==> config.mk <==
export PLATFORM = sky130hd
export DESIGN_NAME = beat_interval_bpm
export DESIGN_NICKNAME = d
export VERILOG_FILES = /design/src/rtl/hr_pkg.sv /design/src/rtl/seq_divider.sv /design/src/rtl/beat_interval_bpm.sv
export SDC_FILE = /design/constraint.sdc
export NUM_CORES = 1
export LEC_CHECK = 0
export ABC_CLOCK_PERIOD_IN_PS = 13300
export CAP_MARGIN = 10
export CORE_ASPECT_RATIO = 0.8
export CORE_MARGIN = 3
export CORE_UTILIZATION = 44
export DETAILED_ROUTE_END_ITERATION = 8
export GPL_TIMING_DRIVEN = 0
export HOLD_SLACK_MARGIN = 0.06
export SLEW_MARGIN = 10
export SYNTH_ARGS = -nofsm -noshare
export SYNTH_HDL_FRONTEND = slang
export SYNTH_SLANG_ARGS = --single-unit
==> constraint.sdc <==
create_clock -name clk -period 13.3 [get_ports clk]
set_input_delay 3.99 -clock clk [delete_from_list [all_inputs] [get_ports clk]]
set_output_delay 3.99 -clock clk [all_outputs]
set_load 0.02 [all_outputs]
==> src/rtl/hr_pkg.sv <==
// rtl/hr_pkg.sv - shared constants, state encodings and derivations for the beat-interval BPM block
package hr_pkg;

    // Interval measurement: wait for the first beat, then track beat-to-beat spacing
    typedef enum logic [0:0] {
        WAIT_FIRST = 1'b0,
        TRACK      = 1'b1
    } meas_state_t;

    // BPM computation: divide, convert to BCD, return to idle
    typedef enum logic [1:0] {
        C_IDLE = 2'd0,
        C_DIV  = 2'd1,
        C_BCD  = 2'd2
    } comp_state_t;

    // Samples per minute; the dividend that turns an interval into BPM
    function automatic int unsigned calc_k(input int unsigned sample_rate);
        return sample_rate * 60;
    endfunction

    // Shortest plausible interval (fastest rate), truncated
    function automatic int unsigned calc_min_int(input int unsigned sample_rate,
                                                 input int unsigned max_bpm);
        return calc_k(sample_rate) / max_bpm;
    endfunction

    // Longest plausible interval (slowest rate); reaching it without a beat is a timeout
    function automatic int unsigned calc_max_int(input int unsigned sample_rate,
                                                 input int unsigned min_bpm);
        return calc_k(sample_rate) / min_bpm;
    endfunction

endpackage

==> src/rtl/seq_divider.sv <==
// rtl/seq_divider.sv - restoring divider, one quotient bit per clock, start/done handshake
module seq_divider #(
    parameter int unsigned W = 24
) (
    input  logic         clk,
    input  logic         reset,
    input  logic         start,
    input  logic         abort,
    input  logic [W-1:0] dividend,
    input  logic [W-1:0] divisor,
    output logic [W-1:0] quotient,
    output logic         done
);

    localparam int unsigned CW = $clog2(W + 1);

    logic [W:0]    rem_q, rem_d;
    logic [W-1:0]  quo_q, quo_d;
    logic [W-1:0]  dvs_q, dvs_d;
    logic [CW-1:0] iter_q, iter_d;
    logic          busy_q, busy_d;
    logic          done_q, done_d;
    logic [W:0]    shifted;
    logic [W:0]    trial;

    assign quotient = quo_q;
    assign done     = done_q;

    // One restoring step per cycle; the dividend register shifts out MSB-first and fills with quotient bits
    always_comb begin
        rem_d   = rem_q;
        quo_d   = quo_q;
        dvs_d   = dvs_q;
        iter_d  = iter_q;
        busy_d  = busy_q;
        done_d  = 1'b0;
        shifted = {rem_q[W-1:0], quo_q[W-1]};
        trial   = shifted - {1'b0, dvs_q};
        if (start) begin
            rem_d  = '0;
            quo_d  = dividend;
            dvs_d  = divisor;
            iter_d = CW'(W);
            busy_d = 1'b1;
        end else if (busy_q) begin
            // A set top bit means the trial subtraction went negative: restore
            if (trial[W]) begin
                rem_d = shifted;
                quo_d = {quo_q[W-2:0], 1'b0};
            end else begin
                rem_d = trial;
                quo_d = {quo_q[W-2:0], 1'b1};
            end
            iter_d = iter_q - CW'(1);
            if (iter_q == CW'(1)) begin
                busy_d = 1'b0;
                done_d = 1'b1;
            end
        end
        if (abort) begin
            busy_d = 1'b0;
            done_d = 1'b0;
        end
    end

    // Divider state registers
    always_ff @(posedge clk or posedge reset) begin
        if (reset) begin
            rem_q  <= '0;
            quo_q  <= '0;
            dvs_q  <= '0;
            iter_q <= '0;
            busy_q <= 1'b0;
            done_q <= 1'b0;
        end else begin
            rem_q  <= rem_d;
            quo_q  <= quo_d;
            dvs_q  <= dvs_d;
            iter_q <= iter_d;
            busy_q <= busy_d;
            done_q <= done_d;
        end
    end

endmodule

==> src/rtl/beat_interval_bpm.sv <==
// rtl/beat_interval_bpm.sv - beat interval measurement, 4-beat average and BPM/BCD conversion
module beat_interval_bpm #(
    parameter int unsigned SAMPLE_RATE = 78125,
    parameter int unsigned MIN_BPM     = 30,
    parameter int unsigned MAX_BPM     = 220,
    parameter int unsigned CNT_W       = 20,
    parameter int unsigned DIV_W       = 24
) (
    input  logic        clk,
    input  logic        reset,
    input  logic        sample_en,
    input  logic        peak,
    output logic [7:0]  bpm,
    output logic [11:0] bpm_bcd,
    output logic        bpm_valid,
    output logic        locked,
    output logic        beat
);

    import hr_pkg::*;

    localparam int unsigned K       = calc_k(SAMPLE_RATE);
    localparam int unsigned MIN_INT = calc_min_int(SAMPLE_RATE, MAX_BPM);
    localparam int unsigned MAX_INT = calc_max_int(SAMPLE_RATE, MIN_BPM);
    localparam int unsigned SUM_W   = CNT_W + 2;

    localparam logic [CNT_W-1:0] MIN_INT_C = CNT_W'(MIN_INT);
    localparam logic [CNT_W-1:0] MAX_INT_C = CNT_W'(MAX_INT);
    localparam logic [DIV_W-1:0] K_C       = DIV_W'(K);

    // Add-3 on every BCD digit that is 5 or more, then shift in the next binary bit
    function automatic logic [11:0] dabble_step(input logic [11:0] b, input logic bit_in);
        logic [11:0] t;
        t = b;
        if (t[3:0]  >= 4'd5) t[3:0]  = t[3:0]  + 4'd3;
        if (t[7:4]  >= 4'd5) t[7:4]  = t[7:4]  + 4'd3;
        if (t[11:8] >= 4'd5) t[11:8] = t[11:8] + 4'd3;
        return {t[10:0], bit_in};
    endfunction

    // Measurement side
    meas_state_t      meas_state_q, meas_state_d;
    logic [CNT_W-1:0] cnt_q, cnt_d;
    logic             prev_peak_q, prev_peak_d;
    logic [CNT_W-1:0] hist_q [4];
    logic [CNT_W-1:0] hist_d [4];
    logic [SUM_W-1:0] sum_q, sum_d;
    logic             locked_q, locked_d;
    logic             beat_q, beat_d;
    logic             req_q, req_d;
    logic             rise;
    logic             accept;
    logic             timeout;

    // Compute side
    comp_state_t      comp_state_q, comp_state_d;
    logic [7:0]       quot_q, quot_d;
    logic [11:0]      bcd_q, bcd_d;
    logic [2:0]       step_q, step_d;
    logic [7:0]       bpm_q, bpm_d;
    logic [11:0]      bcd_out_q, bcd_out_d;
    logic             valid_q, valid_d;
    logic             div_start;
    logic             div_done;
    logic [DIV_W-1:0] div_quot;
    logic [DIV_W-1:0] div_divisor;
    logic [11:0]      dabble;

    assign bpm       = bpm_q;
    assign bpm_bcd   = bcd_out_q;
    assign bpm_valid = valid_q;
    assign locked    = locked_q;
    assign beat      = beat_q;

    assign rise        = sample_en & peak & ~prev_peak_q;
    assign div_divisor = DIV_W'(sum_q >> 2);
    assign div_start   = (comp_state_q == C_IDLE) && req_q && !timeout;
    assign dabble      = dabble_step(bcd_q, quot_q[3'd7 - step_q]);

    // Classify each sampled beat against the running interval and maintain the 4-entry history
    always_comb begin
        meas_state_d = meas_state_q;
        cnt_d        = cnt_q;
        prev_peak_d  = prev_peak_q;
        hist_d       = hist_q;
        sum_d        = sum_q;
        locked_d     = locked_q;
        beat_d       = 1'b0;
        accept       = 1'b0;
        timeout      = 1'b0;
        if (sample_en) begin
            prev_peak_d = peak;
            case (meas_state_q)
                WAIT_FIRST: begin
                    // First beat only starts the clock; no interval exists yet
                    if (rise) begin
                        cnt_d        = CNT_W'(1);
                        meas_state_d = TRACK;
                    end
                end
                TRACK: begin
                    if (rise && cnt_q >= MIN_INT_C && cnt_q <= MAX_INT_C) begin
                        accept   = 1'b1;
                        beat_d   = 1'b1;
                        cnt_d    = CNT_W'(1);
                        locked_d = 1'b1;
                        if (!locked_q) begin
                            // Seed the whole history so the first average is this interval
                            for (int i = 0; i < 4; i++) hist_d[i] = cnt_q;
                            sum_d = {cnt_q, 2'b00};
                        end else begin
                            hist_d[0] = cnt_q;
                            hist_d[1] = hist_q[0];
                            hist_d[2] = hist_q[1];
                            hist_d[3] = hist_q[2];
                            sum_d     = sum_q + {2'b00, cnt_q} - {2'b00, hist_q[3]};
                        end
                    end else if (cnt_q >= MAX_INT_C) begin
                        // Too long without a plausible beat: drop everything and resynchronise
                        timeout      = 1'b1;
                        meas_state_d = WAIT_FIRST;
                        locked_d     = 1'b0;
                        cnt_d        = '0;
                        sum_d        = '0;
                        for (int i = 0; i < 4; i++) hist_d[i] = '0;
                    end else begin
                        // Normal counting; early (double-detect) beats land here too
                        cnt_d = cnt_q + CNT_W'(1);
                    end
                end
                default: meas_state_d = WAIT_FIRST;
            endcase
        end
    end

    // Single-deep request: a beat accepted while busy leaves it set for the next run
    always_comb begin
        req_d = req_q;
        if (div_start) req_d = 1'b0;
        if (accept)    req_d = 1'b1;
        if (timeout)   req_d = 1'b0;
    end

    // Sequence divide then double-dabble; timeout overrides any result in the same cycle
    always_comb begin
        comp_state_d = comp_state_q;
        quot_d       = quot_q;
        bcd_d        = bcd_q;
        step_d       = step_q;
        bpm_d        = bpm_q;
        bcd_out_d    = bcd_out_q;
        valid_d      = 1'b0;
        case (comp_state_q)
            C_IDLE: begin
                if (div_start) comp_state_d = C_DIV;
            end
            C_DIV: begin
                if (div_done) begin
                    quot_d       = (|div_quot[DIV_W-1:8]) ? 8'hFF : div_quot[7:0];
                    bcd_d        = '0;
                    step_d       = '0;
                    comp_state_d = C_BCD;
                end
            end
            C_BCD: begin
                bcd_d  = dabble;
                step_d = step_q + 3'd1;
                if (step_q == 3'd7) begin
                    bpm_d        = quot_q;
                    bcd_out_d    = dabble;
                    valid_d      = 1'b1;
                    comp_state_d = C_IDLE;
                end
            end
            default: comp_state_d = C_IDLE;
        endcase
        if (timeout) begin
            comp_state_d = C_IDLE;
            bpm_d        = '0;
            bcd_out_d    = '0;
            valid_d      = 1'b0;
        end
    end

    // Measurement registers
    always_ff @(posedge clk or posedge reset) begin
        if (reset) begin
            meas_state_q <= WAIT_FIRST;
            cnt_q        <= '0;
            prev_peak_q  <= 1'b0;
            hist_q       <= '{default: '0};
            sum_q        <= '0;
            locked_q     <= 1'b0;
            beat_q       <= 1'b0;
            req_q        <= 1'b0;
        end else begin
            meas_state_q <= meas_state_d;
            cnt_q        <= cnt_d;
            prev_peak_q  <= prev_peak_d;
            hist_q       <= hist_d;
            sum_q        <= sum_d;
            locked_q     <= locked_d;
            beat_q       <= beat_d;
            req_q        <= req_d;
        end
    end

    // Compute and output registers
    always_ff @(posedge clk or posedge reset) begin
        if (reset) begin
            comp_state_q <= C_IDLE;
            quot_q       <= '0;
            bcd_q        <= '0;
            step_q       <= '0;
            bpm_q        <= '0;
            bcd_out_q    <= '0;
            valid_q      <= 1'b0;
        end else begin
            comp_state_q <= comp_state_d;
            quot_q       <= quot_d;
            bcd_q        <= bcd_d;
            step_q       <= step_d;
            bpm_q        <= bpm_d;
            bcd_out_q    <= bcd_out_d;
            valid_q      <= valid_d;
        end
    end

    seq_divider #(
        .W(DIV_W)
    ) u_div (
        .clk      (clk),
        .reset    (reset),
        .start    (div_start),
        .abort    (timeout),
        .dividend (K_C),
        .divisor  (div_divisor),
        .quotient (div_quot),
        .done     (div_done)
    );

endmodule

======== After elaboration in Yosys (flattened, before gate mapping) ========
Cells that the tools add are included.
operators by class
  order comparisons ....................... 7
  bitwise logic cells ..................... 4
  reductions and logical operators ........ 19
  mux-type cells .......................... 66
  add/subtract/negate cells ............... 10
  equal/unequal tests ..................... 9
operator list
  kind                                                                  count
  2-to-1 mux 80 bit                                                     2
  2-to-1 mux 24 bit                                                     5
  2-to-1 mux 22 bit                                                     3
  2-to-1 mux 20 bit                                                     3
  2-to-1 mux 60 bit                                                     1
  2-to-1 mux 12 bit                                                     4
  case mux 20 bit (2 select lines)                                      1
  2-to-1 mux 8 bit                                                      4
  2-to-1 mux 1 bit                                                      28
  subtractor 25 x 20 -> 25 bit                                          1
  case mux 12 bit (2 select lines)                                      1
  adder 22 x 20 -> 22 bit                                               1
  subtractor 22 x 20 -> 22 bit                                          1
  adder 20 x 1 -> 20 bit (second input constant)                        1
  greater-or-equal comparator 20 x 15 -> 1 bit (second input constant)  1
  greater-or-equal comparator 20 x 18 -> 1 bit (second input constant)  1
  less-or-equal comparator 20 x 18 -> 1 bit (second input constant)     1
  OR reduction 16 bit                                                   1
  greater-or-equal comparator 4 x 3 -> 1 bit (second input constant)    3
  2-to-1 mux 5 bit                                                      2
  nonzero test 2 bit                                                    5
  adder 4 x 2 -> 4 bit (second input constant)                          2
  2-to-1 mux 2 bit                                                      4
  2-to-1 mux 4 bit                                                      2
  26 further kinds                                                      37
storage, ports and cells
  input bits .............................. 4
  logic and storage cells ................. 139
  flip-flop bits (word level) ............. 248

======== Logic depth before layout (Yosys ltp) ========
Gate-level depths: netlist of run 1.
  depth after elaboration ................. 12
  gate-level depth with buffers ........... 13

======== By module ========
A second synthesis of run 1 with hierarchy kept.
unflattened totals
  cell total of the unflattened synthesis .. 1616
  area total of the unflattened synthesis .. 14483.9 µm²
by module, submodules not included
  module             sequential area each (µm²)  cells an instance  times used  area each (µm²)
  beat_interval_bpm  4329.2                      1060               1           9546.7
  seq_divider        1976.9                      556                1           4937.2

======== Worst setup path after synthesis of run 1 ========
OpenSTA, ideal clock, no wires.
  path kind ............................... in2reg
  from .................................... input port peak
  to ...................................... register bpm_q[0] (netlist: bpm[0])
  data required time ...................... 13.234 ns
  path buffers ............................ 2
  setup slack ............................. 7.866 ns
  library setup time ...................... 0.066 ns
  arrival ................................. 5.369 ns
  stages on the path ...................... 9
  path through ............................ nor2b_1 > nand2_1 > o31ai_4 > nor2_4 > or2_1 > buf_6 > inv_6 > buf_12 > a22o_1
between the ends
  cells in the longest elaborated chain, start to end .. 9
  elaborated cells on any way between the ends .. 11
  those cells by class .................... mux: 4; bitwise: 2; reduce/logical: 5
RTL lines
  what                                  line                      RTL
  from (decl)                           beat_interval_bpm.sv:12   input logic peak,
  AND 1 bit (*) (2 in a row)            beat_interval_bpm.sv:75   assign rise = sample_en & peak & ~prev_peak_q;
  logical AND 1 bit (*) (2 in a row)    beat_interval_bpm.sv:102  if (rise && cnt_q >= MIN_INT_C && cnt_q <= MAX_INT_C) begin
  2-to-1 mux 1 bit (*)                  beat_interval_bpm.sv:102
  2-to-1 mux 1 bit (*)                  beat_interval_bpm.sv:93   case (meas_state_q)
  2-to-1 mux 1 bit (*)                  beat_interval_bpm.sv:91   if (sample_en) begin
  nonzero test 2 bit (no source line)   --
  AND reduction 2 bit (no source line)  --
  to (signal assigned)                  beat_interval_bpm.sv:223  bpm_q <= bpm_d;
  to (decl)                             beat_interval_bpm.sv:60   logic [7:0] bpm_q, bpm_d;
Every way passes the cells marked *; elsewhere a longest branch is shown, timed or not.
A chain may end at the register's enable or synchronous reset.

======== Final worst setup path of run 1 ========
  from .................................... input port sample_en
  to ...................................... register hist_q[2] (netlist bit)
between the ends
  cells in the longest elaborated chain, start to end .. 6
  elaborated cells on any way between the ends .. 7
  those cells by class .................... mux: 1; bitwise: 2; reduce/logical: 4
RTL lines
  what                                  line                      RTL
  from (decl)                           beat_interval_bpm.sv:11   input logic sample_en,
  AND 1 bit (2 in a row)                beat_interval_bpm.sv:75
  logical AND 1 bit (2 in a row)        beat_interval_bpm.sv:102
  nonzero test 2 bit (no source line)   --
  AND reduction 3 bit (no source line)  --
  to (signal assigned)                  beat_interval_bpm.sv:200  hist_q <= hist_d;
  to (decl)                             beat_interval_bpm.sv:45   logic [CNT_W-1:0] hist_q [4];
Several ways; a longest one is shown, not always the timed one.

==> results of run 1 <==
## routing by layer
metal	routed length [µm]	share of wire (%)	GRT usage, %	vias up
met2	13900	40	30.0	258
met5	0	0	0	-
met1	18600	53	35.2	5324
met3	1890	5.4	2.85	42
met4	537	1.5	3.49	0
li1	-	-	-	5192
## metrics by stage
| stage | setup WS [ns] | cells | area (µm²) | utilization [%] | total power [mW] |
|---|---|---|---|---|---|
| floorplan | 2.50 | 1462 | 13600 | - | 2.35 |
| global placement | -1.11 | 1894 | 14400 | 48.1 | 2.74 |
| detailed placement | 6.71 | 1896 | 14400 | 48.3 | 2.76 |
| CTS | 7.30 | 1943 | 15300 | 51.3 | 3.55 |
| global route | 7.06 | 1943 | 15300 | 51.3 | 3.82 |
| finish | 7.25 | 1943 | 15300 | 51.3 | 3.55 |
## worst max path at each step
stage | endpoint | slack, ns | depth (start not counted)
4_1_cts | hist_q[2]$_DFFE_PP0P_ | 7.30 | 8
5_1_grt | sum_q[20]$_DFFE_PP0P_ | 7.06 | 9
2_1_floorplan | bcd_q[0]$_DFFE_PP0P_ | 2.50 | 1
6_report | hist_q[2]$_DFFE_PP0P_ | 7.25 | 8
3_3_place_gp | bpm[1]$_DFFE_PP0P_ | -1.11 | 2
3_5_place_dp | hist_q[2]$_DFFE_PP0P_ | 6.71 | 8
## worst register-to-register path: cells and delay by family (launching register included)
| kind | cells | cell delay (ns) |
|---|---|---|
| AO/OA/AOI/OAI | 7 | 1.76 |
| XOR/XNOR | 1 | 0.17 |
| adder cells (fa/ha/maj) | 2 | 1.03 |
| buffers and inverters | 2 | 0.24 |
| flip-flops | 1 | 0.43 |
## Yosys cell counts (12+ instances only)
library cell,count,area (µm²)
mux2i_1,29,290
a21oi_1,133,666
o21ai_0,179,896
inv_1,125,469
xor2_1,12,105
nand2_1,187,702
nor3_1,14,70.1
nand3_1,33,165
clkbuf_1,54,203
nand2b_1,15,93.8
fa_1,21,420
xnor2_1,36,315
ha_1,54,676
nor2_1,91,342
dfrtp_1,248,6210
## power by group
part / total (mW) / leakage (nW) / internal, mW / switching (mW)
clock network: 0.764 / 0.444 / 0.451 / 0.313
registers: 1.05 / 3.29 / 0.920 / 0.134
logic: 1.73 / 2.99 / 0.719 / 1.01
total: 3.55 / 6.72 / 2.09 / 1.46
## cell type report
type	instances	area [µm²]	share of cell area (%)
Sequential cell	248	6210	40.5
Multi-Input combinational cell	1015	6570	42.9
Timing Repair Buffer	28	315	2.06
Clock buffer	40	795	5.19
Tap cell	406	508	3.32
Inverter	127	489	3.19
Buffer	72	334	2.18
Clock inverter	7	100	0.653
## cells by family after synthesis
logic type / Yosys count
buf+inv: 199
mux: 36
simple gates: 406
fa+ha+maj: 75
xor+xnor: 48
compound gates: 450
flops: 248
## state kept, by name, indices dropped and copies added, names as in the netlist, 2 cells and up
register,count
bcd_q,12
bpm,8
bpm_bcd,12
cnt_q,20
comp_state_q,2
hist_q,80
quot_q,8
step_q,3
sum_q,22
u_div.dvs_q,20
u_div.iter_q,5
u_div.quotient,24
u_div.rem_q,24
==> results.json, run 1 <==
{
  "hpwl_mm": 25.8,
  "r2r_setup_slack_ns": 9.51,
  "avgSynthCellArea_um2": 9.30,
  "critical_path.top_delay_family": "buffers and inverters",
  "grt_max_degree": 94,
  "avgRoutedWirePerCell_um": 18.0,
  "synthesis.nets": 1541,
  "rows": 56,
  "drcViolationCount": 0,
  "synth.distinct_cells": 90,
  "crit_path_top_delay_cell": "clkbuf_1",
  "yosys.area_share.adder_pct": 8.06,
  "hold_path_end": "sum_q[7]$_DFFE_PP0P_",
  "synth_xor_area_share_pct": 3.09,
  "vias_per_cell": 5.57,
  "synthesis.area_mm2": 0.0136,
  "ys_ff_latch": 248,
  "synthFlopType": "dfrtp_1",
  "drt_first_iter_violations": 918,
  "synth_top_family_by_area": "compound AO/OA/AOI/OAI gates",
  "path_class": "input pin to register",
  "synth_simple_gate_area_share_pct": 13.7,
  "reg2reg_depth": 12,
  "postCtsHoldBufs": 0,
  "initial_core_util_pct": 45.5,
  "rsz0062_at_grt": "false",
  "cts_tree": "built",
  "powerDensity_mw_per_mm2": 232,
  "cts.sinks": 248,
  "skew_ns": 0.0174,
  "antenna_found_initial": 0,
  "grt_pass1_vias": 10411,
  "cts_buffers": 27,
  "cts_root_buffer": "clkbuf_16",
  "grt_overflow_total": 0,
  "drive_gt1_share_pct": 6.12,
  "crit_fanout": 10,
  "hold_viol": 0,
  "die_w_um": 203,
  "crit_start": "sample_en",
  "period_share_pct": 45.5,
  "drt_first_pass_iters": 5,
  "max_cap_violations": 0,
  "fill_cells": 2809,
  "crit_path_start_kind": "input pin",
  "grtUsageTotal_pct": 21.4,
  "htree_levels": 1,
  "timing.critical_path.buf_inv": 3,
  "total_leakage_power_nw": 6.72,
  "endpoint_kind": "register",
  "whs_ns": 0.479,
  "core_area_mm2": 0.0298,
  "min_period_ns": 6.05,
  "cts.repair.resized": 0,
  "diodes": 0,
  "worst_pin_slew_ns": 0.848,
  "yosysSeqAreaShare_pct": 45.6,
  "required_ns": 13.77,
  "r2r-start": "cnt_q[1]$_DFFE_PP0P_",
  "syn_inst": 1462,
  "final_cell_mix": "248 x dfrtp_1, 187 x nand2_1, 179 x o21ai_0",
  "hp-start": "sum_q[7]$_DFFE_PP0P_",
  "path_cells": "clkdlybuf4s50_1 -> nand2_1 -> nor2_4 -> o21ai_1 -> clkbuf_1 -> clkbuf_1 -> nand2_1 -> o21ai_0",
  "postRouteAntennaNets": 0,
  "max-clock-path-buffers": 3,
  "cts_setup_buffers": 0,
  "peakVddDrop_uv": 134,
  "setup_viol": 0,
  "route.vias.total": 10816,
  "dieArea_mm2": 0.0331,
  "status": "completed",
  "io_buffers": 26,
  "io_pins": 27,
  "clk_pin_slew_ns": 0.06,
  "insertion_delay_ns": 0.55,
  "final_common_cell": "dfrtp_1",
  "worst_ep_arrival_time_ns": 6.52,
  "relSlewSlack_pct": 43.0,
  "final_nets": 1598,
  "chipHeight_um": 163,
  "max_freq_mhz": 165,
  "report.final.slew_viol_count": 0,
  "place_congestion": 0.857,
  "ys_warn_count": 0,
  "synth-async-reset-ratio_pct": 100,
  "wl_mm": 35.0,
  "holdPathStages": 2,
  "grt_pass1_wl_mm": 57.5,
  "synth_edf_count": 0,
  "r2r_end": "sum_q[20]$_DFFE_PP0P_",
  "synth_mux_area_share_pct": 2.91,
  "syn_to_final_growth_pct": 12.7,
  "hold_path.class": "register to register",
  "fin_setup_tns_ns": 0,
  "synth_compound_area_share_pct": 20.5,
  "slowest_delay_ns": 0.58
}
(Power assumes the default switching activity.)
==> run 2: changes to the inputs <==
--- a/config.mk
+++ b/config.mk
@@ -5,7 +5,7 @@
 export SDC_FILE = /design/constraint.sdc
 export NUM_CORES = 1
 export LEC_CHECK = 0
-export ABC_CLOCK_PERIOD_IN_PS = 13300
+export ABC_CLOCK_PERIOD_IN_PS = 5250
 export CAP_MARGIN = 10
 export CORE_ASPECT_RATIO = 0.8
 export CORE_MARGIN = 3
==> constraint.sdc (replaced) <==
create_clock -name clk -period 5.25 [get_ports clk]
set_input_delay 1.575 -clock clk [delete_from_list [all_inputs] [get_ports clk]]
set_output_delay 1.575 -clock clk [all_outputs]
set_load 0.02 [all_outputs]
==> results.json, run 2 (same netlist as run 1, synthesis figures left out) <==
{
  "status": "completed",
  "hp-start": "u_div.dvs_q[17]$_DFFE_PP0P_",
  "antenna_found_initial": 0,
  "syn_to_final_growth_pct": 13.6,
  "setup_viol": 0,
  "whs_ns": 0.479,
  "fin_setup_tns_ns": 0,
  "skew_ns": 0.0223,
  "max-clock-path-buffers": 3,
  "largest_reg_flops": 80,
  "required_ns": 5.64,
  "cts.repair.resized": 0,
  "drt_first_iter_violations": 940,
  "reg2reg_depth": 12,
  "postCtsHoldBufs": 0,
  "avgRoutedWirePerCell_um": 17.9,
  "hold_path.class": "register to register",
  "max_cap_violations": 0,
  "multi_input_area_mm2": 0.00657,
  "crit_path_start_kind": "register",
  "hold_viol": 0,
  "initial_core_util_pct": 45.5,
  "cts_root_buffer": "clkbuf_16",
  "place_congestion": 0.869,
  "insertion_delay_ns": 0.54,
  "postRouteAntennaNets": 0,
  "powerDensity_mw_per_mm2": 584,
  "grt_overflow_total": 0,
  "final_nets": 1604,
  "vias_per_cell": 5.58,
  "crit_fanout": 6,
  "grt_pass1_vias": 10608,
  "final-seq-area_mm2": 0.00621,
  "cts.sinks": 248,
  "endpoint_kind": "register",
  "crit_start": "cnt_q[1]$_DFFE_PP0P_",
  "io_buffers": 26,
  "holdPathStages": 2,
  "r2r_setup_slack_ns": 1.46,
  "path_class": "register to register",
  "chipHeight_um": 163,
  "final_common_cell": "dfrtp_1",
  "grt_pass1_wl_mm": 58.0,
  "final_cell_mix": "248 x dfrtp_1, 187 x nand2_1, 179 x o21ai_0",
  "cts_setup_buffers": 0,
  "peakVddDrop_uv": 309,
  "period_share_pct": 72.2,
  "grtUsageTotal_pct": 21.5,
  "largest_register": "hist_q",
  "min_period_ns": 3.79,
  "report.final.slew_viol_count": 0,
  "worst_pin_slew_ns": 0.826,
  "die_w_um": 203,
  "fill_cells": 2839,
  "dpl_cell_area_mm2": 0.0145,
  "htree_levels": 1,
  "dieArea_mm2": 0.0331,
  "core_area_mm2": 0.0298,
  "cts_buffers": 27,
  "cts_tree": "built",
  "drt_first_pass_iters": 5,
  "hpwl_mm": 26.4,
  "drcViolationCount": 0,
  "r2r_end": "sum_q[20]$_DFFE_PP0P_",
  "max_freq_mhz": 264,
  "finalInstanceArea_mm2": 0.0154,
  "diodes": 0,
  "total_leakage_power_nw": 6.77,
  "clk_pin_slew_ns": 0.07,
  "r2r-start": "cnt_q[1]$_DFFE_PP0P_",
  "route.vias.total": 10870,
  "grt_max_degree": 39,
  "worst_ep_arrival_time_ns": 4.18,
  "rsz0062_at_grt": "false",
  "wl_mm": 35.0,
  "io_pins": 27,
  "hold_path_end": "u_div.dvs_q[17]$_DFFE_PP0P_",
  "relSlewSlack_pct": 44.4,
  "rows": 56,
  "drive_gt1_share_pct": 6.74
}
-- run 2: worst max path at each step --
stage                       endpoint  slack (ns)
4_1_cts        sum_q[20]$_DFFE_PP0P_        1.51
6_report       sum_q[20]$_DFFE_PP0P_        1.46
3_3_place_gp     bpm_valid$_DFF_PP0_       -1.64
2_1_floorplan   bcd_q[0]$_DFFE_PP0P_        0.42
3_5_place_dp   hist_q[4]$_DFFE_PP0P_        1.09
5_1_grt        sum_q[20]$_DFFE_PP0P_        1.29
-- run 2: layout make-up --
class                      count  area share, %
multi-input combinational   1015           42.6
sequential                   248           40.2
clock buffer                  37           5.14
tap                          406           3.29
inverter                     127           3.14
timing repair buffer          34           2.77
buffer                        72           2.16
clock inverter                10          0.713
-- run 2: worst max-delay path, cell delays in order, from the launching register on --
cell      delay [ns]
dfrtp_1         0.43
inv_1           0.19
fa_1            0.56
inv_1           0.06
fa_1            0.49
a211o_1         0.35
a21oi_1         0.37
o311ai_0        0.33
a21oi_1         0.28
o21ai_0         0.17
xor2_1          0.18
a21oi_1         0.14
o21ai_0         0.08
-- run 2: where the power goes --
| part | leakage [nW] | internal [mW] | switching (mW) |
|---|---|---|---|
| Combinational | 3.04 | 1.83 | 2.56 |
| Sequential | 3.29 | 2.33 | 0.344 |
| Clock | 0.450 | 1.15 | 0.801 |
| Total | 6.77 | 5.31 | 3.70 |
-- run 2: per-layer routing --
layer	track usage, %	up-vias	routed length [µm]
met2	30.4	256	13900
li1	-	5201	-
met1	35.5	5372	18700
met4	3.71	0	539
met5	0	-	0
met3	2.57	41	1770
-- run 2: per-stage QoR --
step | setup WS [ns] | util [%] | total power, mW | std cells
after floorplan | 0.415 | - | 5.95 | 1462
after global placement | -1.64 | 48.1 | 6.94 | 1894
after detailed placement | 1.09 | 48.7 | 7.01 | 1902
after CTS | 1.51 | 51.7 | 9.01 | 1949
after global routing | 1.29 | 51.7 | 9.69 | 1949
final | 1.46 | 51.7 | 9.01 | 1949
==> run 3: changes to the inputs <==
--- a/config.mk
+++ b/config.mk
@@ -5,7 +5,7 @@
 export SDC_FILE = /design/constraint.sdc
 export NUM_CORES = 1
 export LEC_CHECK = 0
-export ABC_CLOCK_PERIOD_IN_PS = 5250
+export ABC_CLOCK_PERIOD_IN_PS = 3200
 export CAP_MARGIN = 10
 export CORE_ASPECT_RATIO = 0.8
 export CORE_MARGIN = 3
==> constraint.sdc (replaced) <==
create_clock -name clk -period 3.2 [get_ports clk]
set_input_delay 0.96 -clock clk [delete_from_list [all_inputs] [get_ports clk]]
set_output_delay 0.96 -clock clk [all_outputs]
set_load 0.02 [all_outputs]
==> results.json, run 3 (same netlist as run 1, synthesis figures left out) <==
{
  "max_cap_violations": 0,
  "period_share_pct": 98.8,
  "drive_gt1_share_pct": 12.7,
  "avgRoutedWirePerCell_um": 18.1,
  "grt_pass1_wl_mm": 58.2,
  "rows": 56,
  "r2r-start": "cnt_q[9]$_DFFE_PP0P_",
  "powerDensity_mw_per_mm2": 993,
  "max-clock-path-buffers": 3,
  "power_frac_seq_pct": 27.7,
  "wl_met3_mm": 1.79,
  "wl_met2_mm": 14.6,
  "cts_buffers": 27,
  "final_common_cell": "dfrtp_1",
  "timing.critical_path.buf_inv": 3,
  "postRouteAntennaNets": 0,
  "wl_met1_mm": 19.0,
  "io_pins": 27,
  "holdPathStages": 2,
  "chipHeight_um": 163,
  "grt_max_degree": 39,
  "report.final.slew_viol_count": 0,
  "worst_pin_slew_ns": 0.834,
  "comb_power_share_pct": 52.1,
  "grt_overflow_total": 0,
  "dieArea_mm2": 0.0331,
  "wl_mm": 35.9,
  "drt_first_pass_iters": 5,
  "whs_ns": 0.479,
  "p_clk_share_pct": 20.3,
  "crit_fanout": 7,
  "r2r_end": "sum_q[21]$_DFFE_PP0P_",
  "intPower_mw": 9.37,
  "dr.max_layer_used": "met4",
  "postCtsHoldBufs": 0,
  "largest_reg_flops": 80,
  "hold_path_end": "u_div.dvs_q[17]$_DFFE_PP0P_",
  "path_class": "register to register",
  "final-seq-area_mm2": 0.00621,
  "hold_path.class": "register to register",
  "grt_pass1_vias": 10683,
  "worst_ep_arrival_time_ns": 3.62,
  "stdcell_count": 1978,
  "clk_pin_slew_ns": 0.07,
  "largest_register": "hist_q",
  "endpoint_kind": "register",
  "hp-start": "u_div.dvs_q[17]$_DFFE_PP0P_",
  "htree_levels": 1,
  "insertion_delay_ns": 0.55,
  "status": "completed",
  "cts_root_buffer": "clkbuf_16",
  "critical_path.top_delay_family": "adder cells",
  "cts_tree": "built",
  "vias_per_cell": 5.61,
  "total_leakage_power_nw": 6.98,
  "drcViolationCount": 0,
  "required_ns": 3.66,
  "skew_ns": 0.0268,
  "slowest_delay_ns": 0.53,
  "rsz0062_at_grt": "true",
  "hpwl_mm": 26.4,
  "antenna_found_initial": 0,
  "io_buffers": 26,
  "r2r_setup_slack_ns": 0.04,
  "drt_first_iter_violations": 865,
  "fill_cells": 2787,
  "final_nets": 1633,
  "min_period_ns": 3.16,
  "core_area_mm2": 0.0298,
  "max_freq_mhz": 316,
  "final_cell_mix": "241 x dfrtp_1, 187 x nand2_1, 173 x o21ai_0",
  "crit_path_start_kind": "register",
  "power.net_switching_mw": 6.46,
  "setup_viol": 0,
  "syn_to_final_growth_pct": 17.2,
  "initial_core_util_pct": 45.5,
  "diodes": 0,
  "place_congestion": 0.869,
  "hold_viol": 0,
  "crit_path_top_delay_cell": "fa_1",
  "cts.sinks": 248,
  "grtUsageTotal_pct": 21.6,
  "path_cells": "clkbuf_4 -> inv_2 -> fa_1 -> inv_1 -> ha_4 -> and3_4 -> a31oi_4 -> o211a_1 -> o311ai_2 -> xnor2_1 -> or4b_1 -> o21ai_1",
  "route.vias.total": 11099,
  "multi_input_area_mm2": 0.00681,
  "die_w_um": 203,
  "peakVddDrop_uv": 708,
  "dp_cells": 1902,
  "switching_share_pct": 40.8,
  "post-route-util_pct": 53.4,
  "reg2reg_depth": 12,
  "relSlewSlack_pct": 43.9
}
## run 3: cell count changes in the layout (fill, tap and decap cells not counted), sizes merged
cell	before	now
buf	26	54
clkbuf	91	92
## run 3: power groups by stage
stage / clock (mW) / sequential (mW) / combinational (mW)
after CTS: 3.26 / 4.37 / 7.56
after floorplan: 0 / 4.33 / 5.42
after detailed placement: 0 / 4.43 / 7.07
after global routing: 3.39 / 4.46 / 9.06
final: 3.21 / 4.38 / 8.24
after global placement: 0 / 4.43 / 6.95
## run 3: metal layers
metal | vias to the layer above | global-route usage [%]
met3 | 38 | 2.69
li1 | 5270 | -
met5 | - | 0
met4 | 0 | 3.59
met2 | 268 | 30.7
met1 | 5523 | 35.5
## run 3: worst max-delay path by stage
stage                                     from                     end  slack (ns)  depth (start not counted)
after floorplan                          reset    bcd_q[0]$_DFFE_PP0P_       -1.02                          1
after global placement                   reset     bpm_valid$_DFF_PP0_       -3.08                          2
after detailed placement  cnt_q[1]$_DFFE_PP0P_   sum_q[20]$_DFFE_PP0P_       -0.50                         12
after CTS                 cnt_q[0]$_DFFE_PP0P_  hist_q[36]$_DFFE_PP0P_       0.008                         12
after global routing      sum_q[1]$_DFFE_PP0P_   sum_q[21]$_DFFE_PP0P_       -0.08                         12
final                     cnt_q[9]$_DFFE_PP0P_   sum_q[21]$_DFFE_PP0P_        0.04                         12
## run 3: stage by stage
stage	power (mW)	worst slack (ns)	TNS [ns]	area [µm²]
finish	15.8	0.0368	0	15900
global route	16.9	-0.0827	-0.924	15900
floorplan	9.76	-1.02	-252.89	13600
detailed placement	11.5	-0.504	-28.82	14500
global placement	11.4	-3.08	-777.39	14400
CTS	15.2	0.00759	0	15600
## run 3: worst reg2reg max path: stages (launching register included)
cell,delay [ns]
dfrtp_1,0.32
clkbuf_4,0.18
inv_2,0.08
fa_1,0.53
inv_1,0.06
ha_4,0.30
and3_4,0.19
a31oi_4,0.10
o211a_1,0.26
o311ai_2,0.30
xnor2_1,0.14
or4b_1,0.53
o21ai_1,0.09
## run 3: final cells by class
class                   count  area share, %
multi-input cells        1015           42.7
clock buffers              37           4.98
inverters                 127           3.09
flip-flops and latches    248           39.0
clock inverters            10          0.691
well taps                 406           3.19
repair buffers             64           4.10
plain buffers              71           2.22
## run 3: timing repair
| action | 4_1_cts | 5_1_grt |
|---|---|---|
| setup buffers | 12 | 17 |
| gates cloned | 0 | 1 |
| endpoints found under the setup margin | 107 | 164 |
| pin swaps | 9 | 30 |
| gates resized for setup | 33 | 61 |
